`src/rtl/dmem_pkg.sv`:
```
// rtl/dmem_pkg.sv - shared types and default widths for the data-memory arbiter
// Contents: arbiter state encoding, response owner encoding, default bus widths.
package dmem_pkg;

    localparam int ADDR_W  = 32;
    localparam int SDATA_W = 16;
    localparam int VDATA_W = 256;

    typedef enum logic [1:0] {
        IDLE   = 2'd0,
        VBURST = 2'd1,
        YIELD  = 2'd2
    } arb_state_t;

    typedef enum logic {
        OWN_S = 1'b0,
        OWN_V = 1'b1
    } owner_t;

endpackage

```
`src/rtl/dmem_rsp_pipe.sv`:
```
// rtl/dmem_rsp_pipe.sv - read-response tracking shift register (valid + owner)
// Ports:
//   clk, rst_n              clock, asynchronous active-low reset
//   push_valid, push_owner  accepted read entering the pipe this cycle
//   pop_valid, pop_owner    read whose data is on dmem q this cycle
module dmem_rsp_pipe #(
    parameter int RD_LAT = 1
) (
    input  logic              clk,
    input  logic              rst_n,
    input  logic              push_valid,
    input  dmem_pkg::owner_t  push_owner,
    output logic              pop_valid,
    output dmem_pkg::owner_t  pop_owner
);
    import dmem_pkg::*;

    logic [RD_LAT-1:0] vld_q;
    owner_t            own_q [RD_LAT];

    always_ff @(posedge clk or negedge rst_n) begin
        if (!rst_n) begin
            vld_q <= '0;
            for (int i = 0; i < RD_LAT; i++) begin
                own_q[i] <= OWN_S;
            end
        end else begin
            vld_q[0] <= push_valid;
            own_q[0] <= push_owner;
            for (int i = 1; i < RD_LAT; i++) begin
                vld_q[i] <= vld_q[i-1];
                own_q[i] <= own_q[i-1];
            end
        end
    end

    assign pop_valid = vld_q[RD_LAT-1];
    assign pop_owner = own_q[RD_LAT-1];

endmodule

```
`src/rtl/dmem_arbiter.sv`:
```
// rtl/dmem_arbiter.sv - shares one dmem port between the scalar and vector LSUs
// Ports:
//   clk, rst_n                      clock, asynchronous active-low reset
//   s_req_* / s_rsp_*               scalar request channel and read response
//   v_req_* / v_rsp_*               vector request channel (bursts via v_req_last) and read response
//   mem_w_enable .. mem_w_data_b    dmem inputs, driven combinationally from the granted requester
//   mem_q_a, mem_q_b                dmem read data, valid RD_LAT cycles after the address
module dmem_arbiter #(
    parameter int ADDR_W    = dmem_pkg::ADDR_W,
    parameter int SDATA_W   = dmem_pkg::SDATA_W,
    parameter int VDATA_W   = dmem_pkg::VDATA_W,
    parameter int MAX_BURST = 8,
    parameter int RD_LAT    = 1
) (
    input  logic               clk,
    input  logic               rst_n,
    input  logic               s_req_valid,
    output logic               s_req_ready,
    input  logic               s_req_we,
    input  logic [ADDR_W-1:0]  s_req_addr,
    input  logic [SDATA_W-1:0] s_req_wdata,
    output logic               s_rsp_valid,
    output logic [SDATA_W-1:0] s_rsp_rdata,
    input  logic               v_req_valid,
    output logic               v_req_ready,
    input  logic               v_req_we,
    input  logic               v_req_last,
    input  logic [ADDR_W-1:0]  v_req_addr,
    input  logic [VDATA_W-1:0] v_req_wdata,
    output logic               v_rsp_valid,
    output logic [VDATA_W-1:0] v_rsp_rdata,
    output logic               mem_w_enable,
    output logic               mem_src_sel,
    output logic [ADDR_W-1:0]  mem_addr,
    output logic [SDATA_W-1:0] mem_w_data_a,
    output logic [VDATA_W-1:0] mem_w_data_b,
    input  logic [SDATA_W-1:0] mem_q_a,
    input  logic [VDATA_W-1:0] mem_q_b
);
    import dmem_pkg::*;

    localparam int              CNT_W   = $clog2(MAX_BURST + 1);
    localparam logic [CNT_W-1:0] CNT_MAX = CNT_W'(MAX_BURST);
    localparam logic [CNT_W-1:0] CNT_ONE = CNT_W'(1);

    arb_state_t       state_q, state_d;
    owner_t           last_q, last_d;
    logic [CNT_W-1:0] cnt_q, cnt_d;
    logic [CNT_W-1:0] cnt_inc;
    logic             s_gnt, v_gnt;
    logic             acc_s, acc_v;
    logic             rsp_vld;
    owner_t           rsp_own;

    // Count saturates at MAX_BURST so an unchallenged long burst simply holds there.
    assign cnt_inc = (cnt_q == CNT_MAX) ? cnt_q : cnt_q + CNT_ONE;

    always_comb begin
        s_gnt   = 1'b0;
        v_gnt   = 1'b0;
        state_d = state_q;
        last_d  = last_q;
        cnt_d   = cnt_q;
        unique case (state_q)
            IDLE: begin
                if (s_req_valid && (!v_req_valid || last_q == OWN_V)) begin
                    s_gnt = 1'b1;
                end else if (v_req_valid) begin
                    v_gnt = 1'b1;
                    if (!v_req_last) begin
                        if (CNT_ONE == CNT_MAX && s_req_valid) begin
                            state_d = YIELD;
                            cnt_d   = '0;
                        end else begin
                            state_d = VBURST;
                            cnt_d   = CNT_ONE;
                        end
                    end
                end
            end
            VBURST: begin
                // A saturated burst that sees scalar traffic arrive gives up this cycle.
                if (cnt_q == CNT_MAX && s_req_valid) begin
                    state_d = YIELD;
                    cnt_d   = '0;
                end else if (v_req_valid) begin
                    v_gnt = 1'b1;
                    if (v_req_last) begin
                        state_d = IDLE;
                        cnt_d   = '0;
                    end else if (cnt_inc == CNT_MAX && s_req_valid) begin
                        // Yield right after the MAX_BURST-th beat so the scalar gets the next slot.
                        state_d = YIELD;
                        cnt_d   = '0;
                    end else begin
                        cnt_d = cnt_inc;
                    end
                end
            end
            YIELD: begin
                state_d = VBURST;
                s_gnt   = s_req_valid;
            end
            default: begin
                state_d = IDLE;
                cnt_d   = '0;
            end
        endcase
        if (s_gnt) last_d = OWN_S;
        if (v_gnt) last_d = OWN_V;
    end

    always_ff @(posedge clk or negedge rst_n) begin
        if (!rst_n) begin
            state_q <= IDLE;
            last_q  <= OWN_V;
            cnt_q   <= '0;
        end else begin
            state_q <= state_d;
            last_q  <= last_d;
            cnt_q   <= cnt_d;
        end
    end

    // Grants are masked by reset so every output reads 0 while rst_n is low.
    assign acc_s = s_gnt && rst_n;
    assign acc_v = v_gnt && rst_n;

    assign s_req_ready  = acc_s;
    assign v_req_ready  = acc_v;
    assign mem_w_enable = (acc_s && s_req_we) || (acc_v && v_req_we);
    assign mem_src_sel  = acc_v;
    assign mem_addr     = acc_s ? s_req_addr : (acc_v ? v_req_addr : '0);
    assign mem_w_data_a = acc_s ? s_req_wdata : '0;
    assign mem_w_data_b = acc_v ? v_req_wdata : '0;

    dmem_rsp_pipe #(
        .RD_LAT (RD_LAT)
    ) u_rsp_pipe (
        .clk        (clk),
        .rst_n      (rst_n),
        .push_valid ((acc_s && !s_req_we) || (acc_v && !v_req_we)),
        .push_owner (acc_v ? OWN_V : OWN_S),
        .pop_valid  (rsp_vld),
        .pop_owner  (rsp_own)
    );

    assign s_rsp_valid = rsp_vld && (rsp_own == OWN_S);
    assign v_rsp_valid = rsp_vld && (rsp_own == OWN_V);
    assign s_rsp_rdata = s_rsp_valid ? mem_q_a : '0;
    assign v_rsp_rdata = v_rsp_valid ? mem_q_b : '0;

endmodule

```
`config.mk`:
```
export PLATFORM = sky130hd
export DESIGN_NAME = dmem_arbiter
export DESIGN_NICKNAME = d
export VERILOG_FILES = /design/src/rtl/dmem_pkg.sv /design/src/rtl/dmem_rsp_pipe.sv /design/src/rtl/dmem_arbiter.sv
export SDC_FILE = /design/constraint.sdc
export NUM_CORES = 1
export LEC_CHECK = 0
export BUFFER_PORTS_ARGS = -buffer_cell sky130_fd_sc_hd__buf_2
export CORE_AREA = 10 10 456 458
export DETAILED_ROUTE_END_ITERATION = 10
export DIE_AREA = 0 0 466 468
export GPL_ROUTABILITY_DRIVEN = 0
export PLACE_DENSITY = 0.3
export REMOVE_ABC_BUFFERS = 1
export SLEW_MARGIN = 20
export SYNTH_ARGS = -nofsm -noshare
export SYNTH_HDL_FRONTEND = slang
export SYNTH_SLANG_ARGS = --single-unit
export TNS_END_PERCENT = 1
```
`constraint.sdc`:
```
create_clock -name clk -period 2.7 [get_ports clk]
set_input_delay 0.27 -clock clk [delete_from_list [all_inputs] [get_ports clk]]
set_output_delay 0.27 -clock clk [all_outputs]
set_load 0.02 [all_outputs]
```
# Word level (Yosys, flattened, before mapping)
# Cells that the tools add are included.
# word_totals
ramBits	0
register_bits	9
latchBits	0
n_memories	0
output_inout_bits	582
rom_bits	0
input_bits	615
wordCells	70
# classes
n_mul	0
n_div	0
addsub	1
n_mux	32
n_lt_le_gt_ge	0
n_eq_ne	9
shifts	0
reduce_logical	21
bitwise_logic	2
# ops
cell	count
$mux W256	2
$mux W32	2
$mux W16	2
$mux W4	8
$mux W2	7
$pmux W4 S3	1
$logic_and A1 B1 Y1	11
$reduce_and A5 Y1	2
$eq A4 B4 Y1 const B	2
$mux W1	7
$ne A2 B2 Y1 const B	3
$pmux W2 S3	1
$add A4 B1 Y4 const B	1
$ne A4 B4 Y1 const B	1
$pmux W1 S2	2
$logic_not A1 Y1	3
$logic_or A1 B1 Y1	3
$ne A3 B3 Y1 const B	1
$eq A2 B1 Y1 const B	1
$eq A2 B2 Y1 const B	1
$logic_not A2 Y1	1
$not A1 Y1	2
$reduce_bool A2 Y1	1

# Depth between registers and ports, before layout
# Gate-level depths: netlist (run 1).
# depth
depth_word	9
ltp_mapped	11
depth_no_buf	7

# Cells and area by module
# A second synthesis (run 1) with hierarchy kept.
# unflattened
hier_cells	750
hier_area_um2	4897.2
# by_module_without_submodules
mod	seq_area_each_um2	cells_per_inst	instances	area_per_inst_um2
dmem_arbiter	176.4	748	1	4847.1
dmem_rsp_pipe	50.0	2	1	50.0

# Least setup slack after synthesis (run 1)
# Ideal clock, no wire load.
# synth_timing
path_type	reg-to-output
startpoint	register cnt_q[0]
endpoint	output mem_w_data_b[100]
arrival_ns	1.906
stages_incl_launch_ff	12
slack_ns	0.524
n_path_buf	4
cell_sequence	dfrtp_1 inv_1 ha_1 and4b_1 buf_2 a21oi_2 nand3_1 inv_2 buf_6 buf_6 buf_4 and2_1
# synth_between
elab_chain_cells	6
# synth_lines
element	line_no	rtl
start, declared	dmem_arbiter.sv:48	logic [CNT_W-1:0] cnt_q, cnt_d;
start signal, assigned	dmem_arbiter.sv:121	cnt_q <= cnt_d;
$eq A4 B4 Y1	dmem_arbiter.sv:83	if (cnt_q == CNT_MAX && s_req_valid) begin
$logic_and A1 B1 Y1	dmem_arbiter.sv:83	
$mux W1	dmem_arbiter.sv:83	
$pmux W1 S2	dmem_arbiter.sv:64	unique case (state_q)
$logic_and A1 B1 Y1	dmem_arbiter.sv:127	assign acc_v = v_gnt && rst_n;
$mux W256	dmem_arbiter.sv:135	assign mem_w_data_b = acc_v ? v_req_wdata : '0;
end, declared	dmem_arbiter.sv:36	output logic [VDATA_W-1:0] mem_w_data_b,
# No other way between the ends.

# Worst setup path in the final report (run 1)
# layout_timing
startpoint	register cnt_q[0]
endpoint	output mem_addr[30]
# layout_between
elab_chain_cells	7
# layout_lines
element	line_no	rtl
$eq A4 B4 Y1	dmem_arbiter.sv:83	
$logic_and A1 B1 Y1	dmem_arbiter.sv:83	
$mux W1	dmem_arbiter.sv:83	
$pmux W1 S2	dmem_arbiter.sv:64	
$logic_and A1 B1 Y1	dmem_arbiter.sv:127	
$mux W32 (2 in series)	dmem_arbiter.sv:133	assign mem_addr = acc_s ? s_req_addr : (acc_v ? v_req_addr : '0);
end, declared	dmem_arbiter.sv:34	output logic [ADDR_W-1:0] mem_addr,
# No other way between the ends.

==> results of run 1 <==
## power by group through the flow
stage	clock network (mW)	logic, mW	registers [mW]
6_report	0.282	4.45	0.263
3_3_place_gp	0	4.03	0.269
4_1_cts	0.277	4.46	0.265
5_1_grt	0.281	4.68	0.275
3_5_place_dp	0	4.02	0.265
2_1_floorplan	0	1.29	0.336
## final cells by class
class,count,area [sq um]
Multi-Input combinational cell,626,4310
Sequential cell,9,234
Antenna cell,79,198
Tap cell,2656,3320
Timing Repair Buffer,1245,8490
Clock buffer,4,78.8
Fill cell,23460,182000
Inverter,6,30.0
## critical path, delay by kind of cell (launching register included)
family                     cells  cell delay, ns
DFF                            1            0.39
buffers and inverters          6            0.85
adders and majority gates      1            0.16
AOI/OAI and AO/OA              2            0.35
and+or+nand+nor                2            0.38
## registers in the layout (all words and copies together) (netlist names)
name,cells
cnt_q,4
last_q,1
state_q,2
u_rsp_pipe.pop_owner,1
u_rsp_pipe.pop_valid,1
## timing repair
action	CTS	global route
buffers inserted	10	6
endpoints found under the setup margin	290	276
endpoints found under the hold margin	8	0
pin swaps	7	2
hold buffers	1	0
gates cloned	8	1
gates resized for setup	219	51
## cell families after synthesis
logic type / Yosys count / share of synthesized area
AND/OR/NAND/NOR: 571 / 0.739
buffers and inverters: 104 / 0.115
flip-flops: 9 / 0.0471
adder cells (fa/ha/maj): 2 / 0.00520
multiplexers: 1 / 0.00208
XOR/XNOR: 1 / 0.00182
AO/OA/AOI/OAI: 51 / 0.0900
## cells in the mapped netlist, types with 2 or more instances
library cell,count
and2_1,290
and3_1,256
clkbuf_1,65
a22o_1,33
buf_6,14
buf_4,9
dfrtp_1,8
buf_2,5
inv_1,5
nand2_1,5
clkbuf_2,4
nor3_1,4
nand3_1,3
nor2b_1,3
a211o_1,2
ha_1,2
nand2b_1,2
nor2_1,2
o22ai_1,2
## per-stage QoR
| step | setup slack (ns) | hold WS [ns] | utilization | area (sq um) |
|---|---|---|---|---|
| after global routing | -0.0541 | 0.0580 | 0.0834 | 16600 |
| after detailed placement | -0.284 | 0.175 | 0.0766 | 15200 |
| after global placement | -0.351 | 0.175 | 0.0766 | 15200 |
| after floorplan | -1.77 | -0.0256 | - | 4280 |
| after CTS | -0.0581 | 0.0321 | 0.0819 | 16300 |
| final | 0.000316 | 0.0465 | 0.0838 | 16700 |
## routing by layer
metal	GRT usage	part of all wire	routed length, um	vias up
met5	0	0.0048	978	-
met4	0.0509	0.045	9070	138
met3	0.109	0.14	27500	659
met2	0.312	0.48	97700	1417
met1	0.167	0.33	67200	5694
li1	-	-	-	4901
## final timing paths
check	from	endpoint	slack, ns	cells after the start
min in group clk	s_req_we	u_rsp_pipe.pop_valid	0.28	2
hold / removal	rst_n	last_q	0.05	1
setup / recovery	cnt_q[0]	mem_addr[30]	0.0003	11
max in group asynchronous	rst_n	u_rsp_pipe.pop_valid	1.73	2
setup reg to reg	cnt_q[0]	cnt_q[2]	0.62	8
hold reg to reg	last_q	last_q	0.58	1
==> flow_summary.yaml, run 1 <==
run_status:
  status: "finished clean"
finish:
  drive_above_1_share: 0.708
  fin_cells: 4625
  layout_commonest_cell: "buf_2"
  syn2layout_area_growth_pct: 246
  mostFrequentLayoutCells: "987 x buf_2, 256 x and3_1, 225 x and2_1, 106 x buf_4, 100 x buf_12"
  final_nets: 2508
floorplanning:
  start_util: 0.0242
  core_sq_um: 199000
  die_w_um: 466
  die-area_sq_um: 218000
  num_io_pins: 1197
  std_cell_rows: 164
  die_h_um: 468
clock_network:
  htreeDepth: 1
  cts_tree: "built"
  cts_root_buf: "clkbuf_16"
  cts_made_buffers: 3
  clock_sinks: 9
  clockBufferDepth: 2
  insertion_delay_ns: 0.25
  clk_pin_slew_ns: 0.04
place:
  io_buffers: 1196
  dp_hpwl_um: 191000
  placed_cells: 4518
setup_path:
  critPathKind: "reg -> out"
  end_kind: "primary output"
  cp.arrival_ns: 2.43
  required_ns: 2.43
  cp_cell_sequence: "inv_2, ha_4, and4b_2, a21oi_4, nand3_4, inv_8, buf_12, bufbuf_16, buf_4, a22o_4, buf_12"
  cp_max_fo: 5
  crit_slowest_cell: "dfrtp_1"
  critPathLaunchType: "flop"
  crit_path_frequent_cell: "buf_12"
  cpPeakStageDelay_ns: 0.39
power_and_ir_drop:
  p_sw_mw: 2.82
  p_leak_nw: 9.15
  p_int_mw: 2.18
  p_comb_frac: 0.891
  ir_drop_uv: 208
  swShare: 0.564
  clkPwrFrac: 0.056
  power_frac_seq: 0.053
  power_density_nw_per_um2: 300
  total_power_mw: 5.00
timing:
  max_freq_mhz: 370
  finalHoldViolCount: 0
  slew_violations: 0
  relSlewSlack: 0.427
  worst_pin_slew_ns: 0.858
  finalSetupViolations: 0
  final.period_utilization: 1.00
  fin_setup_tns_ns: 0
  skew_ns: 0.00295
  rsz0062_at_grt: "yes"
  finalCriticalPeriod_ns: 2.70
synth:
  synth_warnings: 0
  synth_top_area_share: 0.377
  syn_area_per_cell_sq_um: 6.51
  yosys.area.top_type: "and2_1"
  synth-seq-area-share: 0.0471
  yosysUniqueCellTypes: 44
  synthArstFlopShare: 1.00
  synthFlopType: "dfrtp_1"
  synth_seq_cells: 9
  synth_edf_count: 0
  synthesis.area_sq_um: 4810
  syn_inst: 739
  synth_area_leaders: "and2_1 38%, and3_1 33%, a22o_1 6.0%, clkbuf_1 5.1%, dfrtp_1 4.2%"
grt:
  grt_pass1_wl_um: 231000
  overflow: 0
  grt_pass1_vias: 12752
  antenna_found_initial: 357
  grt_max_degree: 93
  grt_use_total: 0.175
detailed_routing:
  drc: 0
  drt-pass1-iter-count: 5
  drt-initial-drc-count: 838
  final_antenna_net_count: 0
  wl_per_cell_um: 43.8
  wl_um: 202000
  vias: 12809
  viasPerCell: 2.77
job:
  max-cap-violations: 0
min_path:
  hold_class: "in -> async"
No activity file was read; power rests on OpenSTA's default activity.
==> inputs of run 2 (changes only) <==
- RECOVER_POWER: default -> 25
- SETUP_SLACK_MARGIN: default -> 0.15
==> run 2 against run 1 <==
Net effect:
- critical path depth unchanged
- hold slack better by 0.0049 ns
- clock skew decreased by 0.0013 ns
- wire length grew 0.11%
- die area did not move
- non-clock buffer count up 6
- core utilization up 0.30 points
- register-to-register slack better by 0.03 ns
==> flow_summary.yaml, run 2 (same netlist as run 1, synthesis figures left out) <==
run_status:
  status: "finished clean"
grt:
  grt_pass1_wl_um: 231000
  overflow: 0
  grt_pass1_vias: 12798
  grt_use_total: 0.176
  antenna_found_initial: 354
  grt_max_degree: 93
timing:
  relSlewSlack: 0.461
  worst_pin_slew_ns: 0.807
  skew_ns: 0.00166
  finalCriticalPeriod_ns: 2.68
  holdWs_ns: 0.0514
  fin_ws_ns: 0.0232
  max_freq_mhz: 374
  slew_violations: 0
  finalHoldViolCount: 0
  rsz0062_at_grt: "yes"
  finalSetupViolations: 0
  fin_setup_tns_ns: 0
  final.period_utilization: 0.991
clock_network:
  clk_pin_slew_ns: 0.04
  clockBufferDepth: 2
  clock_sinks: 9
  cts_tree: "built"
  insertion_delay_ns: 0.25
  htreeDepth: 1
  cts_root_buf: "clkbuf_16"
  cts_made_buffers: 3
setup_path:
  cp_max_fo: 5
  end_kind: "primary output"
  rrSetupSlack_ns: 0.65
  r2r-start: "cnt_q[0]"
  cp.arrival_ns: 2.41
  crit_slowest_cell: "dfrtp_1"
  crit_path_start: "cnt_q[0]"
  r2r_end: "cnt_q[2]"
  cpPeakStageDelay_ns: 0.40
  critPathLaunchType: "flop"
  endpoint: "mem_addr[11]"
  crit_path_frequent_cell: "buf_12"
  r2r_cells: 8
  critPathKind: "reg -> out"
  required_ns: 2.43
  cp_cell_sequence: "inv_2, ha_4, and4b_2, a21oi_4, nand3_4, inv_8, buf_12, bufbuf_16, buf_4, a22o_4, buf_12"
finish:
  syn2layout_area_growth_pct: 259
  fin_cells: 4631
  reg_top3: "cnt_q x4, state_q x2"
  final_core_util: 0.0868
  mostFrequentLayoutCells: "922 x buf_2, 256 x and3_1, 208 x and2_1, 120 x buf_4, 102 x buf_12"
  final_nets: 2514
  final_area_sq_um: 17300
  largest_reg_flops: 4
  top_register: "cnt_q"
  drive_above_1_share: 0.721
  layout_commonest_cell: "buf_2"
floorplanning:
  std_cell_rows: 164
  core_sq_um: 199000
  die-area_sq_um: 218000
  start_util: 0.0242
  die_h_um: 468
  die_w_um: 466
  num_io_pins: 1197
power_and_ir_drop:
  p_leak_nw: 9.33
  total_power_mw: 5.20
  ir_drop_uv: 210
  power_density_nw_per_um2: 302
place:
  place_ws_ns: -0.284
  placed_cells: 4518
  dp_hpwl_um: 191000
  placed_area_sq_um: 15200
  io_buffers: 1196
job:
  max-cap-violations: 0
detailed_routing:
  vias: 12900
  final_antenna_net_count: 0
  wl_um: 203000
  drt-initial-drc-count: 826
  drc: 0
  drt-pass1-iter-count: 5
  wl_per_cell_um: 43.8
  viasPerCell: 2.79
min_path:
  hold_class: "in -> async"
## run 2: worst max-delay path: cells and delay by family (launching register included)
family | cells | cell delay, ns
AO/OA/AOI/OAI | 2 | 0.35
adder cells (fa/ha/maj) | 1 | 0.15
buffers and inverters | 6 | 0.84
flip-flops | 1 | 0.40
AND/OR/NAND/NOR | 2 | 0.38
## run 2: routing by layer
| layer | part of all wire | global-route usage | up-vias | wire (um) |
|---|---|---|---|---|
| met5 | 0.0058 | 0 | - | 1170 |
| met3 | 0.14 | 0.111 | 689 | 28700 |
| met2 | 0.48 | 0.314 | 1428 | 97500 |
| met1 | 0.33 | 0.166 | 5703 | 65900 |
| met4 | 0.046 | 0.0497 | 156 | 9400 |
| li1 | - | - | 4924 | - |
## run 2: final cells by class
type / count / area, sq um
antenna: 79 / 198
clock buffer: 4 / 78.8
fill: 23419 / 182000
inverter: 6 / 30.0
multi-input combinational: 626 / 4420
sequential: 9 / 234
tap: 2656 / 3320
timing repair buffer: 1251 / 8980
## run 2: repair_timing
action                                 CTS  global route
setup endpoints to repair              291           306
setup buffers                           13             5
cloned                                  10             1
pin swaps                               35            16
resized for setup                      348            59
hold buffers                             1             0
endpoints found under the hold margin    8             0
## run 2: worst min path at each step
stage | startpoint | to | slack (ns) | cells past startpoint
finish | rst_n | last_q | 0.05 | 1
global route | rst_n | last_q | 0.06 | 1
CTS | rst_n | last_q | 0.03 | 1
detailed placement | rst_n | u_rsp_pipe.pop_valid | 0.17 | 1
global placement | rst_n | u_rsp_pipe.pop_valid | 0.18 | 1
floorplan | rst_n | cnt_q[0] | -0.03 | 0
## run 2: power by group
part	internal, mW	switching [mW]	leakage [nW]
registers	0.178	0.0867	0.112
logic	1.97	2.68	9.18
clock network	0.199	0.0821	0.0386
total	2.35	2.85	9.33
==> inputs of run 3 (changes only) <==
- CELL_PAD_IN_SITES_DETAIL_PLACEMENT: default -> 0
- CELL_PAD_IN_SITES_GLOBAL_PLACEMENT: default -> 1
- CORE_AREA: 10 10 456 458 -> 10 10 462 464
- DIE_AREA: 0 0 466 468 -> 0 0 472 474
==> run 3 against run 2 <==
Net effect:
- via count shrank 3.3%
- design area decreased by 5.7%
- non-clock buffer count grew 4
- core utilization is 0.70 points lower
- critical path depth unchanged
- clock skew down 0.00083 ns
- die area is 2.6% higher
- critical path type unchanged
- critical endpoint is now mem_addr[18]
- largest cell class unchanged
- largest power group unchanged
==> flow_summary.yaml, run 3 (same netlist as run 1, synthesis figures left out) <==
place:
  place_ws_ns: -0.00548
  io_buffers: 1196
  dp_hpwl_um: 176000
finish:
  regArea_sq_um: 234
  reg_top3: "cnt_q x4, state_q x2"
  largest_reg_flops: 4
  layout_commonest_cell: "buf_2"
  drive_above_1_share: 0.687
  mostFrequentLayoutCells: "1050 x buf_2, 257 x and2_1, 256 x and3_1, 85 x buf_4, 80 x buf_12"
  top_register: "cnt_q"
  syn2layout_area_growth_pct: 239
  final_nets: 2521
  multi_input_area_sq_um: 4210
  fillers: 24267
floorplanning:
  core_sq_um: 204000
  die-area_sq_um: 224000
  num_io_pins: 1197
  std_cell_rows: 166
  die_w_um: 472
  start_util: 0.0236
  die_h_um: 474
detailed_routing:
  drc: 0
  met3_wirelength_um: 30600
  drt-pass1-iter-count: 5
  vias: 12468
  final_antenna_net_count: 0
  highest_layer: "met5"
  met2_length_um: 91500
  wl_per_cell_um: 40.0
  wl_um: 187000
  drt-initial-drc-count: 674
  viasPerCell: 2.66
  drt-met1-wl_um: 58200
timing:
  max_freq_mhz: 384
  slew_violations: 0
  finalSetupViolations: 0
  finalHoldViolCount: 0
  fin_ws_ns: 0.0957
  final.period_utilization: 0.965
  relSlewSlack: 0.660
  worst_pin_slew_ns: 0.511
  finalCriticalPeriod_ns: 2.60
  rsz0062_at_grt: "yes"
  skew_ns: 0.000828
clock_network:
  clockBufferDepth: 2
  cts_root_buf: "clkbuf_16"
  htreeDepth: 1
  clock_sinks: 9
  cts_made_buffers: 3
  clk_pin_slew_ns: 0.04
  insertion_delay_ns: 0.24
  cts_tree: "built"
setup_path:
  cp_max_fo: 6
  r2r_cells: 7
  critPathLaunchType: "flop"
  end_kind: "primary output"
  r2r-start: "cnt_q[1]"
  cp.arrival_ns: 2.33
  rrSetupSlack_ns: 0.64
  r2r_end: "cnt_q[2]"
  required_ns: 2.43
  critPathKind: "reg -> out"
power_and_ir_drop:
  ir_drop_uv: 176
  p_leak_nw: 9.09
  power_density_nw_per_um2: 287
  total_power_mw: 4.68
job:
  max-cap-violations: 0
grt:
  overflow: 0
  grt_max_degree: 74
  grt_pass1_vias: 12241
  grt_use_total: 0.156
  antenna_found_initial: 334
  grt_pass1_wl_um: 213000
min_path:
  hold_class: "in -> async"
run_status:
  status: "finished clean"
-- run 3: cell count changes in the layout (fill, tap and decap cells not counted), sizes merged --
| cell | before | now |
|---|---|---|
| inv | 6 | 7 |
| clkinv | 0 | 2 |
| buf | 1241 | 1227 |
| diode | 79 | 89 |
| clkbuf | 11 | 31 |
| bufbuf | 2 | 0 |
-- run 3: worst max-delay path: stages (launching register included) --
cell and delay, ns:
dfrtp_1 0.39, inv_1 0.13, ha_4 0.15, and4b_1 0.23, a21oi_2 0.10, nand3_4 0.09, buf_12 0.17, inv_16 0.06
buf_16 0.17, buf_12 0.13, a22o_4 0.25, buf_12 0.14
-- run 3: final cells by class --
class	instances	area share
Timing Repair Buffer	1255	0.496
Multi-Input combinational cell	626	0.259
Tap cell	2688	0.207
Sequential cell	9	0.0144
Antenna cell	89	0.0137
Clock buffer	4	0.00484
Timing Repair inverter	3	0.00407
Inverter	6	0.00238
-- run 3: metal layers --
layer	up-vias	GRT usage
li1	4958	-
met1	5501	0.138
met2	1225	0.280
met3	592	0.122
met4	192	0.0299
met5	-	0
-- run 3: report_power, final --
part,leakage [nW],switching (mW),internal (mW),total [mW]
Sequential,0.112,0.0922,0.178,0.270
Clock,0.0387,0.0711,0.198,0.269
Combinational,8.94,2.45,1.69,4.14
-- run 3: through the flow --
| step | hold WS (ns) | instances | TNS (ns) | util | instance area, sq um |
|---|---|---|---|---|---|
| 2_1_floorplan | -0.0256 | 641 | -502.19 | - | 4280 |
| 3_3_place_gp | 0.141 | 4557 | -1.09 | 0.0736 | 15000 |
| 3_5_place_dp | 0.143 | 4557 | -0.00628 | 0.0736 | 15000 |
| 4_1_cts | 0.0344 | 4578 | 0 | 0.0759 | 15500 |
| 5_1_grt | 0.237 | 4645 | 0 | 0.0794 | 16200 |
| 6_report | 0.208 | 4680 | 0 | 0.0798 | 16300 |
-- run 3: timing repair --
action / 4_1_cts / 5_1_grt
hold buffers: 1 / 0
pin swaps: 2 / 2
hold endpoints to repair: 5 / 0
setup endpoints to repair: 278 / 289
buffers inserted: 10 / 4
resized for setup: 37 / 134
gates cloned: 6 / 9
-- run 3: how the worst max path moves through the flow --
stage                             end                 start  slack, ns
floorplan              s_rsp_rdata[0]  u_rsp_pipe.pop_owner      -1.77
global placement    mem_w_data_b[205]              cnt_q[0]      -0.09
detailed placement  mem_w_data_b[254]              cnt_q[0]     -0.005
CTS                       mem_addr[2]              cnt_q[0]       0.03
global route         mem_w_data_b[21]              cnt_q[1]       0.02
finish                   mem_addr[18]              cnt_q[1]        0.1
